## config.mk

```make
export PLATFORM = sky130hd
export DESIGN_NAME = seq_divider_flat
export DESIGN_NICKNAME = d
export VERILOG_FILES = /design/src/rtl/seq_divider_if.sv /design/src/rtl/seq_divider.sv /design/src/flat_wrapper.sv
export SDC_FILE = /design/constraint.sdc
export NUM_CORES = 1
export LEC_CHECK = 0
export BUFFER_PORTS_ARGS = -buffer_cell sky130_fd_sc_hd__buf_2
export CORE_AREA = 2 2 59 61
export CTS_CLUSTER_DIAMETER = 40
export DETAILED_ROUTE_END_ITERATION = 10
export DIE_AREA = 0 0 61 63
export GPL_TIMING_DRIVEN = 0
export PLACE_DENSITY = 0.61
export SYNTH_ARGS = -nofsm -noshare
export SYNTH_HDL_FRONTEND = slang
export SYNTH_SLANG_ARGS = --single-unit
export TNS_END_PERCENT = 10
```

## constraint.sdc

```tcl
create_clock -name clk -period 2.85 [get_ports clk]
set_input_delay 0.285 -clock clk [delete_from_list [all_inputs] [get_ports clk]]
set_output_delay 0.285 -clock clk [all_outputs]
set_load 0.03 [all_outputs]
```

## src/rtl/seq_divider_if.sv

```systemverilog
// Handshake and result bundle for the sequential restoring divider.
// The master drives the operands and start; the slave returns results and status.
interface seq_divider_if #(
    parameter int unsigned WIDTH = 4
);
    logic             start;
    logic [WIDTH-1:0] dividend;
    logic [WIDTH-1:0] divisor;
    logic [WIDTH-1:0] quotient;
    logic [WIDTH-1:0] remainder;
    logic             busy;
    logic             done;
    logic             div_by_zero;

    modport master (
        output start, dividend, divisor,
        input  quotient, remainder, busy, done, div_by_zero
    );

    modport slave (
        input  start, dividend, divisor,
        output quotient, remainder, busy, done, div_by_zero
    );
endinterface

```

## src/rtl/seq_divider.sv

```systemverilog
// Multi-cycle unsigned restoring divider, one quotient bit per clock.
// The trial subtraction is a full-adder ripple chain computing a + ~b + 1.
module seq_divider #(
    parameter int unsigned WIDTH = 4
) (
    input logic          clk,
    input logic          rst,
    seq_divider_if.slave bus
);
    localparam int unsigned CW = $clog2(WIDTH + 1);
    localparam logic [CW-1:0] LAST = CW'(WIDTH - 1);

    typedef enum logic [1:0] {StIdle, StCalc, StDone} state_e;

    state_e           state_q;
    logic [CW-1:0]    cnt_q;
    // Working remainder stays below the divisor, so WIDTH bits hold it; the
    // shifted trial operand is widened to WIDTH+1 bits below.
    logic [WIDTH-1:0] rem_q;
    logic [WIDTH-1:0] dvd_q;
    logic [WIDTH-1:0] dsr_q;
    logic [WIDTH-1:0] quotient_q;
    logic [WIDTH-1:0] remainder_q;
    logic             busy_q;
    logic             done_q;
    logic             dbz_q;

    logic [WIDTH:0]   shifted;
    logic [WIDTH:0]   addend;
    logic [WIDTH:0]   carry;
    logic [WIDTH:0]   trial;
    logic [WIDTH-1:0] rem_nxt;
    logic [WIDTH-1:0] dvd_nxt;

    always_comb begin
        shifted  = {rem_q, dvd_q[WIDTH-1]};
        addend   = ~{1'b0, dsr_q};
        carry    = '0;
        carry[0] = 1'b1;
        trial    = '0;
        for (int i = 0; i < WIDTH; i++) begin
            trial[i]     = shifted[i] ^ addend[i] ^ carry[i];
            carry[i + 1] = (shifted[i] & addend[i]) | (carry[i] & (shifted[i] ^ addend[i]));
        end
        trial[WIDTH] = shifted[WIDTH] ^ addend[WIDTH] ^ carry[WIDTH];
        // Negative trial (MSB set) restores the shifted remainder.
        rem_nxt = trial[WIDTH] ? shifted[WIDTH-1:0] : trial[WIDTH-1:0];
        dvd_nxt = {dvd_q[WIDTH-2:0], ~trial[WIDTH]};
    end

    always_ff @(posedge clk) begin
        if (rst) begin
            state_q     <= StIdle;
            cnt_q       <= '0;
            rem_q       <= '0;
            dvd_q       <= '0;
            dsr_q       <= '0;
            quotient_q  <= '0;
            remainder_q <= '0;
            busy_q      <= 1'b0;
            done_q      <= 1'b0;
            dbz_q       <= 1'b0;
        end else begin
            done_q <= 1'b0;
            unique case (state_q)
                StIdle: begin
                    if (bus.start) begin
                        dvd_q <= bus.dividend;
                        dsr_q <= bus.divisor;
                        rem_q <= '0;
                        cnt_q <= '0;
                        dbz_q <= 1'b0;
                        if (bus.divisor == '0) begin
                            quotient_q  <= '1;
                            remainder_q <= bus.dividend;
                            dbz_q       <= 1'b1;
                            done_q      <= 1'b1;
                            state_q     <= StDone;
                        end else begin
                            busy_q  <= 1'b1;
                            state_q <= StCalc;
                        end
                    end
                end
                StCalc: begin
                    rem_q <= rem_nxt;
                    dvd_q <= dvd_nxt;
                    cnt_q <= cnt_q + CW'(1);
                    if (cnt_q == LAST) begin
                        quotient_q  <= dvd_nxt;
                        remainder_q <= rem_nxt;
                        busy_q      <= 1'b0;
                        done_q      <= 1'b1;
                        state_q     <= StDone;
                    end
                end
                StDone: begin
                    state_q <= StIdle;
                end
                default: begin
                    state_q <= StIdle;
                end
            endcase
        end
    end

    assign bus.quotient    = quotient_q;
    assign bus.remainder   = remainder_q;
    assign bus.busy        = busy_q;
    assign bus.done        = done_q;
    assign bus.div_by_zero = dbz_q;
endmodule
```

## src/flat_wrapper.sv

```systemverilog
// flat-port wrapper written by rule: the top's interface ports become plain ports
module seq_divider_flat 
#(
    parameter int unsigned WIDTH = 4
)
  (clk, rst, bus_start, bus_dividend, bus_divisor, bus_quotient, bus_remainder, bus_busy, bus_done, bus_div_by_zero);
  seq_divider_if #(.WIDTH(WIDTH)) bus_i ();
  input logic clk;
  input logic rst;
  input wire logic [$bits(bus_i.start)-1:0] bus_start;
  input wire logic [$bits(bus_i.dividend)-1:0] bus_dividend;
  input wire logic [$bits(bus_i.divisor)-1:0] bus_divisor;
  output wire logic [$bits(bus_i.quotient)-1:0] bus_quotient;
  output wire logic [$bits(bus_i.remainder)-1:0] bus_remainder;
  output wire logic [$bits(bus_i.busy)-1:0] bus_busy;
  output wire logic [$bits(bus_i.done)-1:0] bus_done;
  output wire logic [$bits(bus_i.div_by_zero)-1:0] bus_div_by_zero;
  assign bus_i.start = bus_start;
  assign bus_i.dividend = bus_dividend;
  assign bus_i.divisor = bus_divisor;
  assign bus_quotient = bus_i.quotient;
  assign bus_remainder = bus_i.remainder;
  assign bus_busy = bus_i.busy;
  assign bus_done = bus_i.done;
  assign bus_div_by_zero = bus_i.div_by_zero;
  seq_divider #(.WIDTH(WIDTH)) u_core (.clk(clk), .rst(rst), .bus(bus_i));
endmodule
```

==> results.py <==
metrics = {
    "outcome": {
        "run_status": "completed",
    },
    "clock_network": {
        "cts-hold-fix-buffers": 0,
        "post-cts-setup-buffers": 0,
        "cts_buffers": 3,
        "cts.clk_slew.worst_paths_ns": 0.15,
        "cts.sinks": 28,
        "cts_root_buf": "clkbuf_4",
        "cts_tree": "yes",
        "cts_repair_resize_count": 0,
        "clk_latency_ns": 0.34,
        "cts_buffer_depth": 2,
        "htree_levels": 1,
    },
    "drt": {
        "wl_per_cell_um": 14.0,
        "drt_iter0_markers": 54,
        "firstDrtPassIters": 4,
        "drc": 0,
        "num_vias": 1110,
        "drt_wl_total_um": 2960,
        "via_per_inst": 5.26,
        "drtAntennaViolNets": 0,
    },
    "sta": {
        "fin_skew_ns": 0.00544,
        "setup_viol_count_final": 0,
        "fmax_mhz": 377,
        "final.min_clock_period_ns": 2.65,
        "fin_setup_tns_ns": 0,
        "rsz0062_at_grt": "no",
        "drv_slew": 0,
        "period_share_pct": 93.2,
        "relSlewSlack_pct": 62.2,
        "worstMarginPinSlew_ns": 0.566,
        "hold_viol": 0,
    },
    "worst_hold_path": {
        "min_path_type": "input port to flop",
    },
    "logic_synthesis": {
        "yosys.area.top_type_share_pct": 40.2,
        "synth_edf_count": 0,
        "synth_cell_types": 35,
        "synthArstFlopShare_pct": 0,
        "yosys-top-cells-count": "28 x dfxtp_1, 22 x nand2_1, 14 x a21oi_1, 7 x inv_1, 7 x nor2_1",
        "ys_warn_count": 0,
        "netlist_instances": 140,
        "yosys-top-cells-area": "dfxtp_1 40%, nand2_1 5.9%, a21oi_1 5.0%",
        "synth_ff_type": "dfxtp_1",
        "synth.most_common_cell": "dfxtp_1",
        "yosysTopAreaCell": "dfxtp_1",
        "synth_seq_cells": 28,
        "syn_area_per_cell_sq_um": 9.96,
        "synth_seq_area_share_pct": 40.2,
        "syn_area_sq_mm": 0.00140,
        "syn-num-nets": 157,
    },
    "pwr": {
        "ir_drop_uv": 213,
        "power.density_mw_per_mm2": 522,
        "p_total_mw": 0.841,
        "power.leakage_nw": 0.640,
    },
    "critical_path": {
        "worst-setup-path-type": "flop to flop",
        "cp.arrival_ns": 2.92,
        "cp_max_fo": 6,
        "setup.worst_path.start_class": "flop",
        "crit_required_ns": 3.11,
        "path_cells": "inv_1 > ha_1 > fa_1 > inv_1 > fa_1 > fa_1 > xnor2_2 > mux2_2 > a311oi_2",
        "cp_slowest_stage_delay_ns": 0.42,
        "critPathSlowestCell": "fa_1",
        "critPathMostFrequentCell": "fa_1",
        "cp-end-kind": "flop",
    },
    "finish": {
        "postLayoutCoreUtil_pct": 49.8,
        "design_area_sq_mm": 0.00161,
        "regArea_sq_um": 561,
        "nNetsFinal": 183,
        "syn_to_final_growth_pct": 15.4,
        "multi_input_area_sq_um": 754,
        "final_layout_size_suffix_gt1_share_pct": 26.1,
        "stdcell_count": 211,
        "fillerInstances": 311,
        "antenna_cells": 0,
    },
    "grt": {
        "busiest_layer": "met2",
        "met3_usage_pct": 2.48,
        "met1_usage_pct": 23.0,
        "grt-ovfl-total": 0,
        "grt_max_degree": 17,
        "track_usage_pct": 17.0,
        "grt_util_met2_pct": 26.5,
        "antenna_found_initial": 0,
        "grt_pass1_wl_um": 4840,
        "grt_pass1_vias": 1007,
    },
    "die": {
        "dieHeight_um": 63,
        "initial_core_util_pct": 43.2,
        "rows": 21,
        "coreArea_sq_mm": 0.00323,
        "dieArea_sq_mm": 0.00384,
        "die_x_um": 61,
        "ioPinCount": 22,
    },
    "placed_design": {
        "portBuffers": 21,
        "dp.cells": 207,
        "gp_congestion": 0.772,
        "dpl_cell_area_sq_mm": 0.00156,
        "dp.final_hpwl_um": 2330,
    },
    "flow_run": {
        "cap_violations": 0,
    },
}
## sequential cells by signal (all words and copies together) (netlist names), 2 cells and up
register / count
u_core.cnt_q: 3
u_core.state_q: 2
u_core.dsr_q: 4
u_core.bus.quotient: 4
u_core.rem_q: 4
u_core.dvd_q: 4
u_core.bus.remainder: 4
## per-layer routing
| layer | share of wire [%] | wire length (um) |
|---|---|---|
| met1 | 48 | 1430 |
| met2 | 47 | 1380 |
| met3 | 3.3 | 97 |
| met4 | 1.9 | 57 |
| met5 | 0 | 0 |
## cells in the final DEF, fill, tap and decap left out
cell / count
a31oi_1: 1
nand3b_1: 4
mux2_2: 2
o211a_1: 1
nand2b_2: 1
and3b_1: 3
nor2_1: 7
buf_8: 1
o221a_2: 1
buf_6: 2
a21o_4: 1
nand2_1: 22
ha_1: 3
bufinv_16: 1
clkbuf_4: 3
buf_2: 22
a21oi_1: 14
a311oi_1: 3
o21bai_1: 1
xnor2_2: 1
fa_1: 3
or3b_1: 1
o221a_1: 3
o21a_1: 2
a211oi_1: 4
inv_1: 7
dfxtp_1: 28
nand3_1: 1
and2b_4: 1
mux2i_1: 3
o21ba_2: 1
nor4_4: 1
nand2b_1: 4
nor3b_1: 4
nor3b_4: 1
clkbuf_1: 3
a311oi_2: 4
## report_power, final
| group | switching [mW] | internal, mW | leakage [nW] |
|---|---|---|---|
| logic | 0.0855 | 0.0649 | 0.384 |
| clock network | 0.121 | 0.142 | 0.0279 |
| registers | 0.0151 | 0.411 | 0.228 |
## cell type report
class / count / share of cell area (%)
clock buffer: 3 / 1.40
buffer: 7 / 3.34
inverter: 7 / 1.63
timing repair buffer: 21 / 6.53
clock inverter: 1 / 1.86
tap: 46 / 3.57
sequential: 28 / 34.8
multi-input combinational: 98 / 46.9
## stage by stage
step	worst slack (ns)	hold slack, ns
5_1_grt	0.0957	0.115
2_1_floorplan	0.433	0.353
3_5_place_dp	0.219	0.449
3_3_place_gp	0.237	0.445
6_report	0.195	0.148
4_1_cts	0.176	0.130
## critical path: cells and delay by family (launching register included)
| kind | cells | cell delay (ns) |
|---|---|---|
| AO/OA/AOI/OAI | 1 | 0.22 |
| XOR/XNOR | 1 | 0.37 |
| adder cells (fa/ha/maj) | 4 | 1.10 |
| buffers and inverters | 2 | 0.11 |
| flip-flops | 1 | 0.36 |
| multiplexers | 1 | 0.42 |
## path summary, 6_finish.rpt
path / startpoint / end / slack, ns / cells past startpoint
worst max-delay path: u_core.dvd_q[3]$_SDFFE_PP0P_ / u_core.bus.remainder[3]$_SDFFE_PP0P_ / 0.20 / 9
worst min-delay path: rst / u_core.bus.remainder[1]$_SDFFE_PP0P_ / 0.15 / 2
worst max register to register: u_core.dvd_q[3]$_SDFFE_PP0P_ / u_core.bus.remainder[3]$_SDFFE_PP0P_ / 0.20 / 9
worst min register to register: u_core.dsr_q[2]$_SDFFE_PP0P_ / u_core.dsr_q[2]$_SDFFE_PP0P_ / 0.47 / 2
## logic make-up after synthesis
kind of cell / after synthesis / synth area share, %
AND/OR/NAND/NOR: 50 / 21.0
AO/OA/AOI/OAI: 36 / 21.2
flip-flops: 28 / 40.2
buffers and inverters: 14 / 5.74
adder cells (fa/ha/maj): 6 / 7.00
multiplexers: 5 / 3.77
XOR/XNOR: 1 / 1.17
Power figures use the tool's default switching activity.
